### config.mk
export PLATFORM = sky130hd
export DESIGN_NAME = debounce_synchronizer
export DESIGN_NICKNAME = d
export VERILOG_FILES = /design/src/rtl/debounce_synchronizer_pkg.sv /design/src/rtl/debounce_synchronizer_channel.sv /design/src/rtl/debounce_synchronizer.sv
export SDC_FILE = /design/constraint.sdc
export NUM_CORES = 1
export LEC_CHECK = 0
export ABC_AREA = 1
export BUFFER_PORTS_ARGS = -buffer_cell sky130_fd_sc_hd__buf_2
export CORE_MARGIN = 8
export CORE_UTILIZATION = 56
export CTS_CLUSTER_SIZE = 30
export DETAILED_ROUTE_END_ITERATION = 6
export PLACE_DENSITY = 0.77
export SYNTH_ARGS = -nofsm -noshare
export SYNTH_HDL_FRONTEND = slang
export SYNTH_HIERARCHICAL = 1
export SYNTH_SLANG_ARGS = --single-unit
### constraint.sdc
create_clock -name clk_i -period 1.6 [get_ports clk_i]
set_clock_uncertainty 0.1 [all_clocks]
set_input_delay 0 -clock clk_i [delete_from_list [all_inputs] [get_ports clk_i]]
set_output_delay 0 -clock clk_i [all_outputs]
set_load 0.02 [all_outputs]
### src/rtl/debounce_synchronizer_pkg.sv
// Shared types and helpers for the debounce synchronizer.
package sync_pkg;

    // Per-channel filter state.
    typedef enum logic {
        STABLE = 1'b0,
        FILTER = 1'b1
    } debounce_state_t;

    // Default synchronizer depth.
    localparam int DEFAULT_FLOP_NUMBER = 2;

    // Bits needed to count 0..cycles; never less than one bit so that the
    // pass-through configuration still has a legal vector width.
    function automatic int cnt_width(input int cycles);
        int w;
        w = 1;
        for (int b = 1; b < 31; b++) begin
            if ((1 << b) < (cycles + 1)) begin
                w = b + 1;
            end
        end
        return w;
    endfunction

endpackage

### src/rtl/debounce_synchronizer_channel.sv
// One channel: flop-chain synchronizer, debounce filter and edge registers.
module debounce_channel
    import sync_pkg::*;
#(
    parameter int   FLOP_NUMBER     = DEFAULT_FLOP_NUMBER,
    parameter int   DEBOUNCE_CYCLES = 16,
    parameter logic RESET_BIT       = 1'b0
) (
    input  logic clk_i,
    input  logic rst_i,
    input  logic signal_i,
    output logic data_o,
    output logic rise_o,
    output logic fall_o
);

    logic [FLOP_NUMBER-1:0] r_sync;
    logic                   r_data;
    logic                   r_rise;
    logic                   r_fall;
    logic                   w_sync;
    logic                   w_data_next;

    assign w_sync = r_sync[FLOP_NUMBER-1];

    // Metastability chain: shift the raw input towards the last stage.
    always_ff @(posedge clk_i or posedge rst_i) begin
        if (rst_i) begin
            r_sync <= {FLOP_NUMBER{RESET_BIT}};
        end else begin
            r_sync <= {r_sync[FLOP_NUMBER-2:0], signal_i};
        end
    end

    generate
        if (DEBOUNCE_CYCLES == 0) begin : g_pass
            assign w_data_next = w_sync;
        end else begin : g_filter
            localparam int CW = cnt_width(DEBOUNCE_CYCLES);
            localparam logic [CW-1:0] CNT_LAST = CW'(DEBOUNCE_CYCLES - 1);

            debounce_state_t r_state;
            debounce_state_t w_state_next;
            logic [CW-1:0]   r_cnt;
            logic [CW-1:0]   w_cnt_next;
            logic            w_filt_data;

            // Count consecutive samples that disagree with the output; any
            // agreeing sample, even on the last count, cancels the change.
            always_comb begin
                w_state_next = r_state;
                w_cnt_next   = r_cnt;
                w_filt_data  = r_data;
                case (r_state)
                    STABLE: begin
                        if (w_sync != r_data) begin
                            if (DEBOUNCE_CYCLES == 1) begin
                                w_filt_data = w_sync;
                            end else begin
                                w_state_next = FILTER;
                                w_cnt_next   = CW'(1);
                            end
                        end
                    end
                    FILTER: begin
                        if (w_sync == r_data) begin
                            w_state_next = STABLE;
                            w_cnt_next   = '0;
                        end else if (r_cnt == CNT_LAST) begin
                            w_filt_data  = w_sync;
                            w_state_next = STABLE;
                            w_cnt_next   = '0;
                        end else begin
                            w_cnt_next = r_cnt + CW'(1);
                        end
                    end
                    default: begin
                        w_state_next = STABLE;
                        w_cnt_next   = '0;
                    end
                endcase
            end

            // Filter state and counter registers; reset aborts any filtering.
            always_ff @(posedge clk_i or posedge rst_i) begin
                if (rst_i) begin
                    r_state <= STABLE;
                    r_cnt   <= '0;
                end else begin
                    r_state <= w_state_next;
                    r_cnt   <= w_cnt_next;
                end
            end

            assign w_data_next = w_filt_data;
        end
    endgenerate

    // Output level plus edge pulses aligned with the first cycle of a new level.
    always_ff @(posedge clk_i or posedge rst_i) begin
        if (rst_i) begin
            r_data <= RESET_BIT;
            r_rise <= 1'b0;
            r_fall <= 1'b0;
        end else begin
            r_data <= w_data_next;
            r_rise <= w_data_next & ~r_data;
            r_fall <= ~w_data_next & r_data;
        end
    end

    assign data_o = r_data;
    assign rise_o = r_rise;
    assign fall_o = r_fall;

endmodule

### src/rtl/debounce_synchronizer.sv
// Multi-channel debounced synchronizer with edge pulses and a maskable event flag.
module debounce_synchronizer
    import sync_pkg::*;
#(
    parameter int                  CHANNELS        = 4,
    parameter int                  FLOP_NUMBER     = DEFAULT_FLOP_NUMBER,
    parameter int                  DEBOUNCE_CYCLES = 16,
    parameter logic [CHANNELS-1:0] RESET_VALUE     = '0
) (
    input  logic                clk_i,
    input  logic                rst_i,
    input  logic [CHANNELS-1:0] signal_i,
    input  logic [CHANNELS-1:0] rise_en_i,
    input  logic [CHANNELS-1:0] fall_en_i,
    output logic [CHANNELS-1:0] data_o,
    output logic [CHANNELS-1:0] rise_o,
    output logic [CHANNELS-1:0] fall_o,
    output logic                event_o
);

    logic [CHANNELS-1:0] w_data;
    logic [CHANNELS-1:0] w_rise;
    logic [CHANNELS-1:0] w_fall;
    logic                r_event;

    generate
        for (genvar gi = 0; gi < CHANNELS; gi++) begin : g_ch
            debounce_channel #(
                .FLOP_NUMBER    (FLOP_NUMBER),
                .DEBOUNCE_CYCLES(DEBOUNCE_CYCLES),
                .RESET_BIT      (RESET_VALUE[gi])
            ) u_ch (
                .clk_i   (clk_i),
                .rst_i   (rst_i),
                .signal_i(signal_i[gi]),
                .data_o  (w_data[gi]),
                .rise_o  (w_rise[gi]),
                .fall_o  (w_fall[gi])
            );
        end
    endgenerate

    // Collapse all enabled edge pulses of this cycle into one event pulse.
    always_ff @(posedge clk_i or posedge rst_i) begin
        if (rst_i) begin
            r_event <= 1'b0;
        end else begin
            r_event <= |((w_rise & rise_en_i) | (w_fall & fall_en_i));
        end
    end

    assign data_o  = w_data;
    assign rise_o  = w_rise;
    assign fall_o  = w_fall;
    assign event_o = r_event;

endmodule
==> results.ini, run 1 <==
[cells_and_area]
drive_gt1_frac=0.1549
fin_nets=314
synthToLayoutAreaGrowth_pct=20.28
stdcell_count=345
num_antenna_cells=0
stdcell_area_mm2=0.002456

[yosys]
synth_cells=249
synth_nets=267
ys_ff_latch=45
synth_edf_count=0
synth_area_mm2=0.002042
yosysMostFrequentCell=nand2_1
yosysSeqAreaShare=0.5515
synth.avg_cell_area_um2=8.201
yosys.cell_types.count=12
synth.top_cell.area_share=0.5515
ys.flop_type=dfrtp_1
synth_area_leaders=dfrtp_1 (55%), nand2_1 (16%), inv_1 (6.1%), nor2_1 (5.5%), nand3_1 (3.9%)
synthTopCellsByCount=nand2_1 (89), dfrtp_1 (45), inv_1 (33)
yosys.area.top_type=dfrtp_1
yosysWarnings=6
synthArstFlopShare=1.000

[power_and_ir_drop]
p_seq_frac=0.584
vdd_drop_max_v=0.0006031
power_w=0.002131
switching_share=0.2506
power.density_mw_per_mm2=867.8
clock_power_share=0.333
leakagePower_nw=1.368
p_sw_w=0.0005340
comb_power_share=0.084
p_int_w=0.001597

[setup_path]
cp.buffers_inverters=1
worstPathRequired_ps=1760
crit_type=reg -> reg
critical_path.top_delay_family=buffers and inverters
path_cells=nand2_1 > nand2_1 > dlygate4sd3_1 > nor2_1 > nand2_1
r2r-start=g_ch[2].u_ch/rise_o
worstPathMaxFanout=2
reg2reg_to=event_o
reg2reg_setup_slack_ps=90
startpoint_type=flop
cp_slowest_cell=dlygate4sd3_1
cp.depth=5
endpoint_kind=flop
reg2regPathDepth=5
cpMostUsedCell=nand2_1
startpoint=g_ch[2].u_ch/rise_o
cp.arrival_ps=1670
setup.worst_path.end=event_o
slowest_delay_ps=550

[timing]
setup_viol=0
drv_slew=0
final_hold_viol_count=0
maxSlewHeadroom=0.7227
period_share=0.9428
final.setup.tns_ps=0
max_freq_mhz=662.9
worstMarginPinSlew_ps=415.4
rsz0062_at_grt=false
layout_min_cycle_time_ps=1509

[clock_network]
postCtsSetupRepairBufs=0
cts.sinks=45
tritoncts=yes
cts_resized=0
worstSkewPairLatency_ps=370
cts_hold_buf=14
root_buffer=clkbuf_4
h-tree-depth=2
clockBufferDepth=2
clk_pin_slew_ps=140
cts_buffers=5

[routing]
routed_wl_mm=3.893
first_iter_violations=119
vias=1659
drt_pass1_iterations=4
viasPerCell=4.809
route.detailed.drc=0
drt-wirelength-per-cell_um=11.28
antenna_left=0

[floorplan]
io_pins=27
fp-row-count=22
start_util=0.5706
die_h_um=76.39
die_area_mm2=0.005835
dieWidth_um=76.39
coreArea_mm2=0.003578

[global_route]
grt_pass1_wl_mm=6.706
grt_start_max_net_pins=16
grt_pass1_vias=1507
antenna_found_initial=0
gr-total-overflow=0
groute.usage.overall=0.1420

[hold_path]
hp-class=in -> async

[placement]
dp.cells=323
portBuffers=26
place_area_mm2=0.002232
dp.final_hpwl_mm=2.732
place_congestion=0.8428

[status]
run_status=finished, final reports clean

[flow_run]
maxCapViolCount=0

worst min-delay path by stage:
stage,startpoint,to,slack [ps]
3_3_place_gp,rst_i,event_o,-220
5_1_grt,rst_i,g_ch[2].u_ch/g_filter.r_cnt[1],100
4_1_cts,rst_i,g_ch[0].u_ch/g_filter.r_cnt[2],70
6_report,rst_i,g_ch[0].u_ch/g_filter.r_cnt[2],80
2_1_floorplan,rst_i,event_o,-370
3_5_place_dp,rst_i,event_o,-220
placed cells by master, fill, tap and decap left out:
cell type and count:
bufinv_16 1, ha_1 4, nor2_2 4, clkbuf_4 5, nand2_2 4, clkinvlp_4 1, nand3_2 4, buf_2 26
dlygate4sd3_1 14, nand2_1 89, xnor2_1 4, nor2_1 30, o21ai_0 8, clkinv_4 1, inv_1 33, dfrtp_1 45
nand4_1 8, nand3_1 16
area by class of cell:
class,count,area [µm²]
Clock inverter,3,46.29
Multi-Input combinational cell,171,792.0
Timing Repair Buffer,40,270.3
Sequential cell,45,1126
Fill cell,293,1122
Tap cell,48,60.06
Clock buffer,5,37.54
Inverter,33,123.9
power by group through the flow:
| stage | clock network [W] | logic, W | registers [W] |
|---|---|---|---|
| floorplan | 0 | 0.000117 | 0.00125 |
| global placement | 0 | 0.000156 | 0.00126 |
| detailed placement | 0 | 0.000160 | 0.00126 |
| CTS | 0.000741 | 0.000180 | 0.00124 |
| global route | 0.000780 | 0.000208 | 0.00125 |
| finish | 0.000709 | 0.000178 | 0.00124 |
sequential cells by signal (all words and copies together) (netlist names):
register                    flops
event_o                         1
g_ch.u_ch/data_o                4
g_ch.u_ch/fall_o                4
g_ch.u_ch/g_filter.r_cnt       20
g_ch.u_ch/g_filter.r_state      4
g_ch.u_ch/r_sync                8
g_ch.u_ch/rise_o                4
cell families after synthesis:
kind of cell / Yosys count / share of synthesized area
xor gates and xnor gates: 4 / 0.01716
buffers and inverters: 33 / 0.06066
and+or+nand+nor: 155 / 0.3266
AOI/OAI and AO/OA: 8 / 0.01961
adders and majority gates: 4 / 0.02451
DFF: 45 / 0.5515
worst min-delay path, stage by stage:
cell and delay (ps):
dlygate4sd3_1 530, buf_2 150, inv_1 310
per-stage QoR:
step	utilization	setup WS [ps]	hold slack [ps]
floorplan	-	435.7	-371.3
global placement	0.6238	348.3	-218.5
detailed placement	0.6238	321.8	-217.9
CTS	0.6864	92.84	73.88
global route	0.6864	60.71	102.6
finish	0.6864	91.45	76.50
metal layers:
metal  vias up  global-route usage  wire, µm
li1        864                   -         -
met1       763              0.1753      1723
met2        26              0.2211      1918
met3         6             0.06014       215
met4         0             0.04038        35
met5         -                   0         0
No activity file was read; power rests on OpenSTA's default activity.
==> run 2, diff against run 1 <==
- CORE_ASPECT_RATIO: not set -> 0.7
==> run 2 against run 1 <==
First-iteration DRC count down 62%. Global-route usage rose by 0.62 points. Register-to-register slack improved by 40 ps. Worst setup slack gained 36 ps. Via count shrank 0.48%.
==> results.ini, run 2 (synthesis gave the netlist of run 1 again) <==
[timing]
final_hold_viol_count=0  ; unchanged
final.setup.tns_ps=0  ; unchanged
rsz0062_at_grt=false  ; unchanged
drv_slew=0  ; unchanged
layout_min_cycle_time_ps=1472  ; was 1509 ps
setup_viol=0  ; unchanged
max_freq_mhz=679.2  ; was 662.9 MHz
period_share=0.9202  ; was 0.9428
maxSlewHeadroom=0.7109  ; was 0.7227
worstMarginPinSlew_ps=433.2  ; was 415.4 ps

[setup_path]
worstPathMaxFanout=2  ; unchanged
startpoint_type=flop  ; unchanged
cp_slowest_cell=dlygate4sd3_1  ; unchanged
endpoint_kind=flop  ; unchanged
slowest_delay_ps=560  ; was 550 ps
cp.arrival_ps=1560  ; was 1670 ps
path_cells=nand2_1 > nand2_1 > dlygate4sd3_1 > nor2_1 > nand2_1  ; unchanged
reg2regPathDepth=5  ; unchanged
crit_type=reg -> reg  ; unchanged
cpMostUsedCell=nand2_1  ; unchanged
worstPathRequired_ps=1690  ; was 1760 ps

[clock_network]
cts_buffers=5  ; unchanged
worstSkewPairLatency_ps=290  ; was 370 ps
tritoncts=yes  ; unchanged
clk_pin_slew_ps=80  ; was 140 ps
cts.sinks=45  ; unchanged
clockBufferDepth=2  ; unchanged
cts_resized=0  ; unchanged
root_buffer=clkbuf_8  ; was clkbuf_4
h-tree-depth=2  ; unchanged

[cells_and_area]
mostFrequentLayoutCell=nand2_1  ; unchanged
num_antenna_cells=0  ; unchanged
largest_register_ffs=20  ; unchanged
layout.cells.most_common_list=nand2_1 (89), dfrtp_1 (45), inv_1 (33)  ; unchanged
synthToLayoutAreaGrowth_pct=20.89  ; was 20.28%
fillers=276  ; was 293
fin_nets=313  ; was 314
largest_register=g_ch.u_ch/g_filter.r_cnt  ; unchanged
drive_gt1_frac=0.1525  ; was 0.1549
top_regs=g_ch.u_ch/g_filter.r_cnt x20, g_ch.u_ch/r_sync x8  ; unchanged

[routing]
vias=1651  ; was 1659
routed_wl_mm=3.928  ; was 3.893 mm
viasPerCell=4.786  ; was 4.809
drt-wirelength-per-cell_um=11.39  ; was 11.28 µm
first_iter_violations=45  ; was 119
antenna_left=0  ; unchanged
route.detailed.drc=0  ; unchanged
drt_pass1_iterations=5  ; was 4

[power_and_ir_drop]
switching_share=0.2327  ; was 0.2506
p_int_w=0.001719  ; was 0.001597 W
leakagePower_nw=1.376  ; was 1.368 nW
power_w=0.002240  ; was 0.002131 W
clock_power_share=0.365  ; was 0.333
power.density_mw_per_mm2=907.3  ; was 867.8 mW/mm²
vdd_drop_max_v=0.0007585  ; was 0.0006031 V
comb_power_share=0.079  ; was 0.084
p_seq_frac=0.556  ; was 0.584
p_sw_w=0.0005213  ; was 0.0005340 W

[status]
run_status=finished, final reports clean  ; unchanged

[global_route]
gr-total-overflow=0  ; unchanged
grt_pass1_vias=1496  ; was 1507
groute.usage.overall=0.1482  ; was 0.1420
antenna_found_initial=0  ; unchanged
grt_pass1_wl_mm=6.665  ; was 6.706 mm
grt_start_max_net_pins=14  ; was 16

[floorplan]
io_pins=27  ; unchanged
fp-row-count=18  ; was 22
die_h_um=66.52  ; was 76.39 µm
start_util=0.5812  ; was 0.5706
coreArea_mm2=0.003513  ; was 0.003578 mm²
die_area_mm2=0.005865  ; was 0.005835 mm²
dieWidth_um=88.18  ; was 76.39 µm

[hold_path]
hp-class=in -> async  ; unchanged

[placement]
portBuffers=26  ; unchanged
place_congestion=0.8641  ; was 0.8428
dp.final_hpwl_mm=2.911  ; was 2.732 mm

[flow_run]
maxCapViolCount=0  ; unchanged

-- run 2: worst max-delay path: cells and delay by family, from the launching register on --
family / cells / cell delay, ps
simple gates: 4 / 290
buf+inv: 1 / 560
flops: 1 / 410
-- run 2: worst paths after layout --
| check | endpoint | start | slack (ps) |
|---|---|---|---|
| max | event_o | g_ch[1].u_ch/fall_o | 130 |
| max reg2reg | event_o | g_ch[1].u_ch/fall_o | 130 |
| max in group asynchronous | g_ch[3].u_ch/r_sync[0] | rst_i | 900 |
| min in group clk_i | g_ch[1].u_ch/r_sync[0] | signal_i[1] | 250 |
| min reg2reg | g_ch[3].u_ch/r_sync[1] | g_ch[3].u_ch/r_sync[0] | 250 |
| min | event_o | rst_i | 30 |
-- run 2: what timing repair did --
action / CTS / global route
setup endpoints to repair: 0 / 0
hold buffers: 13 / 0
endpoints found under the hold margin: 50 / 0
setup buffers: 0 / 0
-- run 2: final cells by class --
type / instances / area (µm²) / share of cell area
inverter: 33 / 123.9 / 0.05018
sequential: 45 / 1126 / 0.4562
clock buffer: 5 / 68.82 / 0.02788
timing repair buffer: 39 / 260.3 / 0.1054
multi-input combinational: 171 / 792.0 / 0.3208
tap: 50 / 62.56 / 0.02534
clock inverter: 2 / 35.03 / 0.01419
-- run 2: stage by stage --
stage / cell area, µm² / hold slack, ps / util / cells / worst slack, ps
after floorplan: 2042 / -371.3 / - / 249 / 435.7
after global placement: 2235 / -216.1 / 0.6360 / 325 / 336.3
after detailed placement: 2235 / -211.6 / 0.6360 / 325 / 301.0
after CTS: 2469 / 7.215 / 0.7026 / 345 / 136.9
after global routing: 2469 / 24.53 / 0.7026 / 345 / 61.86
final: 2469 / 28.35 / 0.7026 / 345 / 127.7
-- run 2: metal layers --
| layer | up-vias | share of wire | wire [µm] | global-route usage |
|---|---|---|---|---|
| met3 | 5 | 0.071 | 280 | 0.04423 |
| met1 | 741 | 0.49 | 1922 | 0.1914 |
| met5 | - | 0 | 0 | 0 |
| li1 | 860 | - | - | - |
| met4 | 0 | 0.0097 | 38 | 0.06499 |
| met2 | 45 | 0.43 | 1688 | 0.2256 |
-- run 2: power by group through the flow --
| stage | combinational (W) | clock [W] | sequential (W) |
|---|---|---|---|
| final | 0.000177 | 0.000817 | 0.00125 |
| after global routing | 0.000207 | 0.000895 | 0.00125 |
| after floorplan | 0.000117 | 0 | 0.00125 |
| after detailed placement | 0.000161 | 0 | 0.00127 |
| after global placement | 0.000157 | 0 | 0.00126 |
| after CTS | 0.000181 | 0.000856 | 0.00124 |
